===== src/rtl/ram_fifo_ctrl_pkg.sv =====
// Shared types for the RAM-backed FIFO controller.
// The controller imports this package to classify each cycle's accepted operations.
package ram_fifo_ctrl_pkg;

  typedef enum logic [1:0] {
    OP_NONE = 2'b00,
    OP_PUSH = 2'b01,
    OP_POP  = 2'b10,
    OP_BOTH = 2'b11
  } fifo_op_e;

  function automatic fifo_op_e op_of(input logic push, input logic pop);
    return fifo_op_e'({pop, push});
  endfunction

endpackage


===== src/rtl/simple_dual_ram.sv =====
// Simple dual-port RAM: one write port and one registered read port.
// The two ports may be clocked independently.
module simple_dual_ram #(
  parameter int SIZE  = 8,
  parameter int DEPTH = 16
) (
  input  logic                     wclk,
  input  logic                     we,
  input  logic [$clog2(DEPTH)-1:0] waddr,
  input  logic [SIZE-1:0]          wdata,
  input  logic                     rclk,
  input  logic                     re,
  input  logic [$clog2(DEPTH)-1:0] raddr,
  output logic [SIZE-1:0]          rdata
);

  logic [SIZE-1:0] mem [DEPTH];

  // NOTE: the array and the read register have no reset, so they map onto plain block RAM.
  always_ff @(posedge wclk) begin
    if (we) mem[waddr] <= wdata;
  end

  always_ff @(posedge rclk) begin
    if (re) rdata <= mem[raddr];
  end

endmodule


===== src/rtl/ram_fifo_ctrl.sv =====
// Synchronous FIFO controller on top of a simple dual-port RAM.
// It holds pointers, occupancy, flags and error pulses; the RAM holds all data.
module ram_fifo_ctrl
  import ram_fifo_ctrl_pkg::*;
#(
  parameter int WIDTH = 8,
  parameter int DEPTH = 16
) (
  input  logic                       clk,
  input  logic                       rst,
  input  logic [WIDTH-1:0]           din,
  input  logic                       wput,
  output logic                       full,
  input  logic                       rget,
  output logic [WIDTH-1:0]           dout,
  output logic                       dout_valid,
  output logic                       empty,
  output logic [$clog2(DEPTH+1)-1:0] count,
  output logic                       overflow,
  output logic                       underflow
);

  localparam int AW = $clog2(DEPTH);
  localparam int CW = $clog2(DEPTH+1);

  logic [AW-1:0] wptr;
  logic [AW-1:0] rptr;
  logic          wr_ok;
  logic          rd_ok;
  logic [CW-1:0] count_next;

  // Gating on the current full/empty flags alone keeps the RAM from seeing
  // a read and a write to the same address in one cycle.
  assign wr_ok = rst && wput && !full;
  assign rd_ok = rst && rget && !empty;

  // NOTE: every signal driven here gets a default first, so no latch is inferred.
  always_comb begin
    count_next = count;
    unique case (op_of(wr_ok, rd_ok))
      OP_PUSH: count_next = count + CW'(1);
      OP_POP:  count_next = count - CW'(1);
      default: count_next = count;
    endcase
  end

  // NOTE: state registers use non-blocking assignments so all of them update together at the edge.
  always_ff @(posedge clk) begin
    if (!rst) begin
      wptr       <= '0;
      rptr       <= '0;
      count      <= '0;
      full       <= 1'b0;
      empty      <= 1'b1;
      dout_valid <= 1'b0;
      overflow   <= 1'b0;
      underflow  <= 1'b0;
    end else begin
      if (wr_ok) wptr <= wptr + AW'(1);
      if (rd_ok) rptr <= rptr + AW'(1);
      count      <= count_next;
      full       <= (count_next == CW'(DEPTH));
      empty      <= (count_next == '0);
      dout_valid <= rd_ok;
      overflow   <= wput && full;
      underflow  <= rget && empty;
    end
  end

  simple_dual_ram #(
    .SIZE  (WIDTH),
    .DEPTH (DEPTH)
  ) u_ram (
    .wclk  (clk),
    .we    (wr_ok),
    .waddr (wptr),
    .wdata (din),
    .rclk  (clk),
    .re    (rd_ok),
    .raddr (rptr),
    .rdata (dout)
  );

endmodule


===== config.mk =====
export PLATFORM = sky130hd
export DESIGN_NAME = ram_fifo_ctrl
export DESIGN_NICKNAME = d
export VERILOG_FILES = /design/src/rtl/ram_fifo_ctrl_pkg.sv /design/src/rtl/simple_dual_ram.sv /design/src/rtl/ram_fifo_ctrl.sv
export SDC_FILE = /design/constraint.sdc
export NUM_CORES = 1
export LEC_CHECK = 0
export CAP_MARGIN = 5
export CORE_ASPECT_RATIO = 1.25
export CORE_MARGIN = 4
export CORE_UTILIZATION = 55
export CTS_BUF_LIST = sky130_fd_sc_hd__clkbuf_8
export CTS_CLUSTER_DIAMETER = 40
export DETAILED_ROUTE_END_ITERATION = 8
export PLACE_DENSITY = 0.74
export SLEW_MARGIN = 20
export SYNTH_ARGS = -nofsm -noshare
export SYNTH_HDL_FRONTEND = slang
export SYNTH_SLANG_ARGS = --single-unit

===== constraint.sdc =====
create_clock -name clk -period 7.9 [get_ports clk]
set_clock_uncertainty 0.05 [all_clocks]
set_input_delay 1.975 -clock clk [delete_from_list [all_inputs] [get_ports clk]]
set_output_delay 1.975 -clock clk [all_outputs]
set_load 0.02 [all_outputs]

[Word-level counts from Yosys, hierarchy flattened]
Memory sizes are Yosys's and may differ from the RTL's. A register that Yosys moved wholly into a read port is not among the register bits.
Index checks and enable logic that the tools add are counted.
Cells by class
  add/subtract/negate cells: 4
  equal/unequal tests: 3
  muxes and demuxes: 3
  reduce and logical (&&, ||, !) cells: 9
Operators with widths (number)
  5-bit one-hot mux with 2 select lines: 1
  4-bit by 1-bit adder with 4-bit output, second input constant: 2
  1-bit logical AND: 6
  5-bit by 1-bit adder with 5-bit output, second input constant: 1
  5-bit equality test, second input constant: 1
  5-bit zero test: 1
  5-bit by 1-bit subtractor with 5-bit output, second input constant: 1
  2-bit by 1-bit equality test with 1-bit output, second input constant: 1
  2-bit equality test, second input constant: 1
  1-bit zero test: 2
  1-bit two-way mux: 2
Storage, ports and cells
  register bits: 18
  bits in writable memories: 128
  input bits: 12
  output and inout port bits: 18
  word-level logic and storage cells: 28
  memories kept: 1
Memories
  u_ram.mem: words 16, width 8, rd ports 1, clocked after Yosys merged registers in 1, wr ports 1, line simple_dual_ram.sv:17  | logic [SIZE-1:0] mem [DEPTH];

[Longest topological paths before layout]
  depth in word-level cells: 5
  mapped depth: 11

[Hierarchy]
From an unflattened synthesis, not the netlist that was laid out.
Second synthesis, totals
  cell total of the unflattened synthesis: 322
  area total of the unflattened synthesis: 6104.6 um^2
Modules (own cells, without submodules)
  simple_dual_ram: times used 1, cells each 229, area each 5227.5 um^2, seq. area each 4083.9 um^2
  ram_fifo_ctrl: times used 1, cells each 93, area each 877.1 um^2, seq. area each 360.3 um^2

[Worst setup path after synthesis]
OpenSTA, ideal clock, no wires.
  path kind: input to register
  from: input port rst
  to: register full
  library setup time: 0.087 ns
  arrival: 3.801 ns
  required time: 7.763 ns
  slack: 3.962 ns
  cell stages on the path: 11
  path buffers: 1
  cell sequence: and3b_1 buf_6 and2_4 xor2_1 ha_1 and2b_1 a32oi_1 or3_1 a21oi_2 xnor2_1 nor4b_2
On the way
  cells in the longest elaborated chain, start to end: 5
  elaborated cells between the ends (all ways): 8
  those cells by class: 3 x eq/ne; 1 x mux; 4 x reduce/logical
Ends and longest elaborated chain
  from (decl): line ram_fifo_ctrl.sv:10  | input logic rst,
  1-bit logical AND (*) (2 in series): line ram_fifo_ctrl.sv:35  | assign rd_ok = rst && rget && !empty;
  net rd_ok: line ram_fifo_ctrl.sv:29  | logic rd_ok;
  2-bit equality test / 2-bit by 1-bit equality test with 1-bit output (equally long branches): line ram_fifo_ctrl.sv:40  | unique case (op_of(wr_ok, rd_ok))
  5-bit one-hot mux with 2 select lines (*): line ram_fifo_ctrl.sv:40
  5-bit equality test (*): line ram_fifo_ctrl.sv:62  | full <= (count_next == CW'(DEPTH));
  to (signal assigned): line ram_fifo_ctrl.sv:62
  to (decl): line ram_fifo_ctrl.sv:13  | output logic full,
Mark *: on every way through the listed nets, which the timed path passes. The rest lies on a longest branch.
A chain may end at the register's enable or synchronous reset.

[Worst setup path in the final report]
  from: input port rst
  to: register empty
On the way
  cells in the longest elaborated chain, start to end: 5
  elaborated cells between the ends (all ways): 8
  those cells by class: 2 x eq/ne; 1 x mux; 5 x reduce/logical
Ends and longest elaborated chain
  1-bit logical AND, on equally long branches (2 in series): line ram_fifo_ctrl.sv:34, ram_fifo_ctrl.sv:35
  2-bit equality test / 2-bit by 1-bit equality test with 1-bit output (equally long branches): line ram_fifo_ctrl.sv:40
  5-bit one-hot mux with 2 select lines: line ram_fifo_ctrl.sv:40
  5-bit zero test: line ram_fifo_ctrl.sv:63  | empty <= (count_next == '0);
  to (signal assigned): line ram_fifo_ctrl.sv:63
  to (decl): line ram_fifo_ctrl.sv:17  | output logic empty,
Several ways; a longest one is shown, not always the timed one.

==> impl_metrics.yaml <==
drt:
  drt-pass1-iter-count: 4
  route.detailed.vias_per_inst: 6.01
  postRouteWirelength_mm: 11.0
  drt-initial-drc-count: 248
  routed-via-count: 2999
  detail_route.wl_per_cell_um: 22.1
  route.detailed.drc: 0
  number_of_nets_with_antenna_violations_after_routing: 0
clock_network:
  cts.htree.levels: 4
  post_cts_buffers: 0
  cts.repair.resized: 0
  clk_root_buffer_cell: "sky130_fd_sc_hd__clkbuf_8"
  clock_sinks: 154
  cts_tree: "yes"
  ctsHoldBuffers: 0
  cts.clk_slew.worst_paths_ns: 0.08
  ctsLongestPathBuffers: 2
  number_of_buffers_created_by_cts: 17
  insertion_delay_of_the_later_clocked_pin_in_the_worst_skew_pair_ns: 0.43
global_routing:
  grt_overflow: 0
  globalRouteTotalUtil_pct: 18.6
  grt_first_pass_wirelength_mm: 17.3
  grt_pass1_vias: 3013
  grt_start_max_net_pins: 36
  grt_antenna_before_repair: 0
floorplan:
  floorplan.die.height_um: 126
  x_dimension_of_the_die_um: 102
  start_util_pct: 57.1
  total_i_o_pin_count: 30
  die-area_um2: 12900
  core_um2: 10700
  rows: 42
layout:
  sequential_standard_cell_area_um2: 4450
  area_growth_pct: 13.3
  multiInputGateArea_um2: 1580
  final_common_cell: "sky130_fd_sc_hd__edfxtp_1"
  final.fill_count: 742
  layout_common_cells: "sky130_fd_sc_hd__edfxtp_1 (136), sky130_fd_sc_hd__mux4_2 (40), sky130_fd_sc_hd__clkdlybuf4s50_1 (29)"
  drive_gt1_share_pct: 23.2
  antenna_cells: 0
  design_area_um2: 6940
  num-nets-final: 373
power:
  cellPowerDensity_nw_per_um2: 232
  leakage_power_summed_over_all_cells_nw: 2.21
  ir_drop_mv: 0.157
timing:
  final.setup.tns_ns: 0
  final-hold-violation-count: 0
  layout_worst_path_cycle_share_pct: 64.0
  rsz_0062_raised_after_global_routing: "no"
  worstMarginPinSlew_ns: 0.971
  final.min_clock_period_ns: 5.06
  slew_violations: 0
  timing.final.setup_violations: 0
  max_slew_headroom_pct: 35.0
  achievable-frequency_mhz: 198
synthesis:
  seq_area_frac_synth_pct: 72.6
  yosys-top-cells-area: "sky130_fd_sc_hd__edfxtp_1 (67%), sky130_fd_sc_hd__mux4_2 (15%), sky130_fd_sc_hd__dfxtp_1 (5.9%)"
  number_of_warnings_issued_by_yosys: 0
  ys_types: 42
  average_cell_area_after_synthesis_um2: 19.3
  synth.top_cell.area_share_pct: 66.7
  synth_cells: 318
  synth_top_cell_by_area: "sky130_fd_sc_hd__edfxtp_1"
  synth_edf_count: 136
  yosys_most_used_dff: "sky130_fd_sc_hd__edfxtp_1"
  netlist_area_um2: 6120
  syn-num-nets: 337
  asyncSetResetFlopFracSynth_pct: 0
  postSynthRegisterBits: 154
place:
  portBuffers: 29
  detailed_place_hpwl_mm: 7.14
  area_after_dpl_um2: 6540
  final_weighted_congestion_of_routability_driven_global_placement: 0.823
setup_path:
  path_max_fanout: 21
  arrival_ns: 5.30
  timing.setup.critical_path_class: "in -> reg"
  setup.worst_path.start_class: "primary input"
  crit_required_ns: 8.14
  worstSetupEndpointType: "flop"
min_path:
  min-delay-path-class: "reg -> reg"
flow_run:
  max_cap_violations: 0
status:
  run_status: "complete, no violations"
## cell usage after synthesis, types with 2 or more instances
cell                       number
sky130_fd_sc_hd__nor3_1         5
sky130_fd_sc_hd__nand4_1        3
sky130_fd_sc_hd__a21oi_1        2
sky130_fd_sc_hd__mux4_2        40
sky130_fd_sc_hd__o21bai_1       2
sky130_fd_sc_hd__or3_1          2
sky130_fd_sc_hd__ha_1           7
sky130_fd_sc_hd__and2_1         8
sky130_fd_sc_hd__edfxtp_1     136
sky130_fd_sc_hd__xor2_1         3
sky130_fd_sc_hd__xnor2_1        8
sky130_fd_sc_hd__buf_1          2
sky130_fd_sc_hd__nand2_1       14
sky130_fd_sc_hd__o22a_1         2
sky130_fd_sc_hd__and3_1         2
sky130_fd_sc_hd__buf_2          5
sky130_fd_sc_hd__inv_1          4
sky130_fd_sc_hd__nand2b_1       4
sky130_fd_sc_hd__nor2_1        15
sky130_fd_sc_hd__clkbuf_1      10
sky130_fd_sc_hd__and3b_2        2
sky130_fd_sc_hd__nor2b_1        3
sky130_fd_sc_hd__o21ai_0        3
sky130_fd_sc_hd__dfxtp_1       18
## per-stage QoR
stage,total power [mW],setup slack [ns],cells,utilization [%],hold WS (ns)
4_1_cts,1.62,2.86,499,64.7,0.484
3_5_place_dp,1.05,2.40,467,61.0,0.468
2_1_floorplan,1.01,3.96,318,-,0.431
6_report,1.61,2.84,499,64.7,0.487
5_1_grt,1.67,2.56,499,64.7,0.517
3_3_place_gp,1.05,2.60,467,61.0,0.453
## logic make-up after synthesis
family | synth area share (%)
adder cells (fa/ha/maj) | 1.43
AND/OR/NAND/NOR | 6.07
flip-flops | 72.6
multiplexers | 14.9
AO/OA/AOI/OAI | 1.88
XOR/XNOR | 1.57
buffers and inverters | 1.57
## worst max-delay path: stages
cell and delay (ns):
sky130_fd_sc_hd__clkdlybuf4s50_1 0.85, sky130_fd_sc_hd__and3b_1 0.67, sky130_fd_sc_hd__and2_4 0.30, sky130_fd_sc_hd__xor2_1 0.16, sky130_fd_sc_hd__ha_1 0.20, sky130_fd_sc_hd__and2b_1 0.15, sky130_fd_sc_hd__a32oi_1 0.12, sky130_fd_sc_hd__or3_1 0.37
sky130_fd_sc_hd__a21oi_2 0.19, sky130_fd_sc_hd__xor2_1 0.21, sky130_fd_sc_hd__o31ai_1 0.10
## state kept, by name, summed over array words and instances, names as in the netlist, 4 cells and up
name,flops
rptr,4
u_ram.rdata,8
count,5
wptr,4
u_ram.mem,128
## report_power, final
part	total [mW]	internal, mW	switching (mW)
logic	0.127	0.0628	0.0640
clock network	0.579	0.291	0.287
registers	0.906	0.898	0.00839
## metal layers
| metal | up-vias | share of wire [%] | global-route usage (%) |
|---|---|---|---|
| met4 | 0 | 0.69 | 5.10 |
| met1 | 1567 | 41 | 25.0 |
| met3 | 9 | 5.2 | 4.76 |
| li1 | 1332 | - | - |
| met5 | - | 0 | 0 |
| met2 | 91 | 54 | 30.6 |
## area by class of cell
class,count,share of cell area (%)
Multi-Input combinational cell,142,22.8
Timing Repair Buffer,35,4.83
Clock buffer,18,3.57
Tap cell,132,2.38
Sequential cell,154,64.1
Inverter,4,0.216
Clock inverter,14,2.11
## path summary, 6_finish.rpt
path         slack, ns      end  startpoint  cells after the start
min reg2reg       0.49  wptr[1]     wptr[1]                      2
min               0.49  wptr[1]     wptr[1]                      2
max               2.84    empty         rst                     11
max reg2reg       4.90    empty       empty                     10
(Power assumes the default switching activity.)
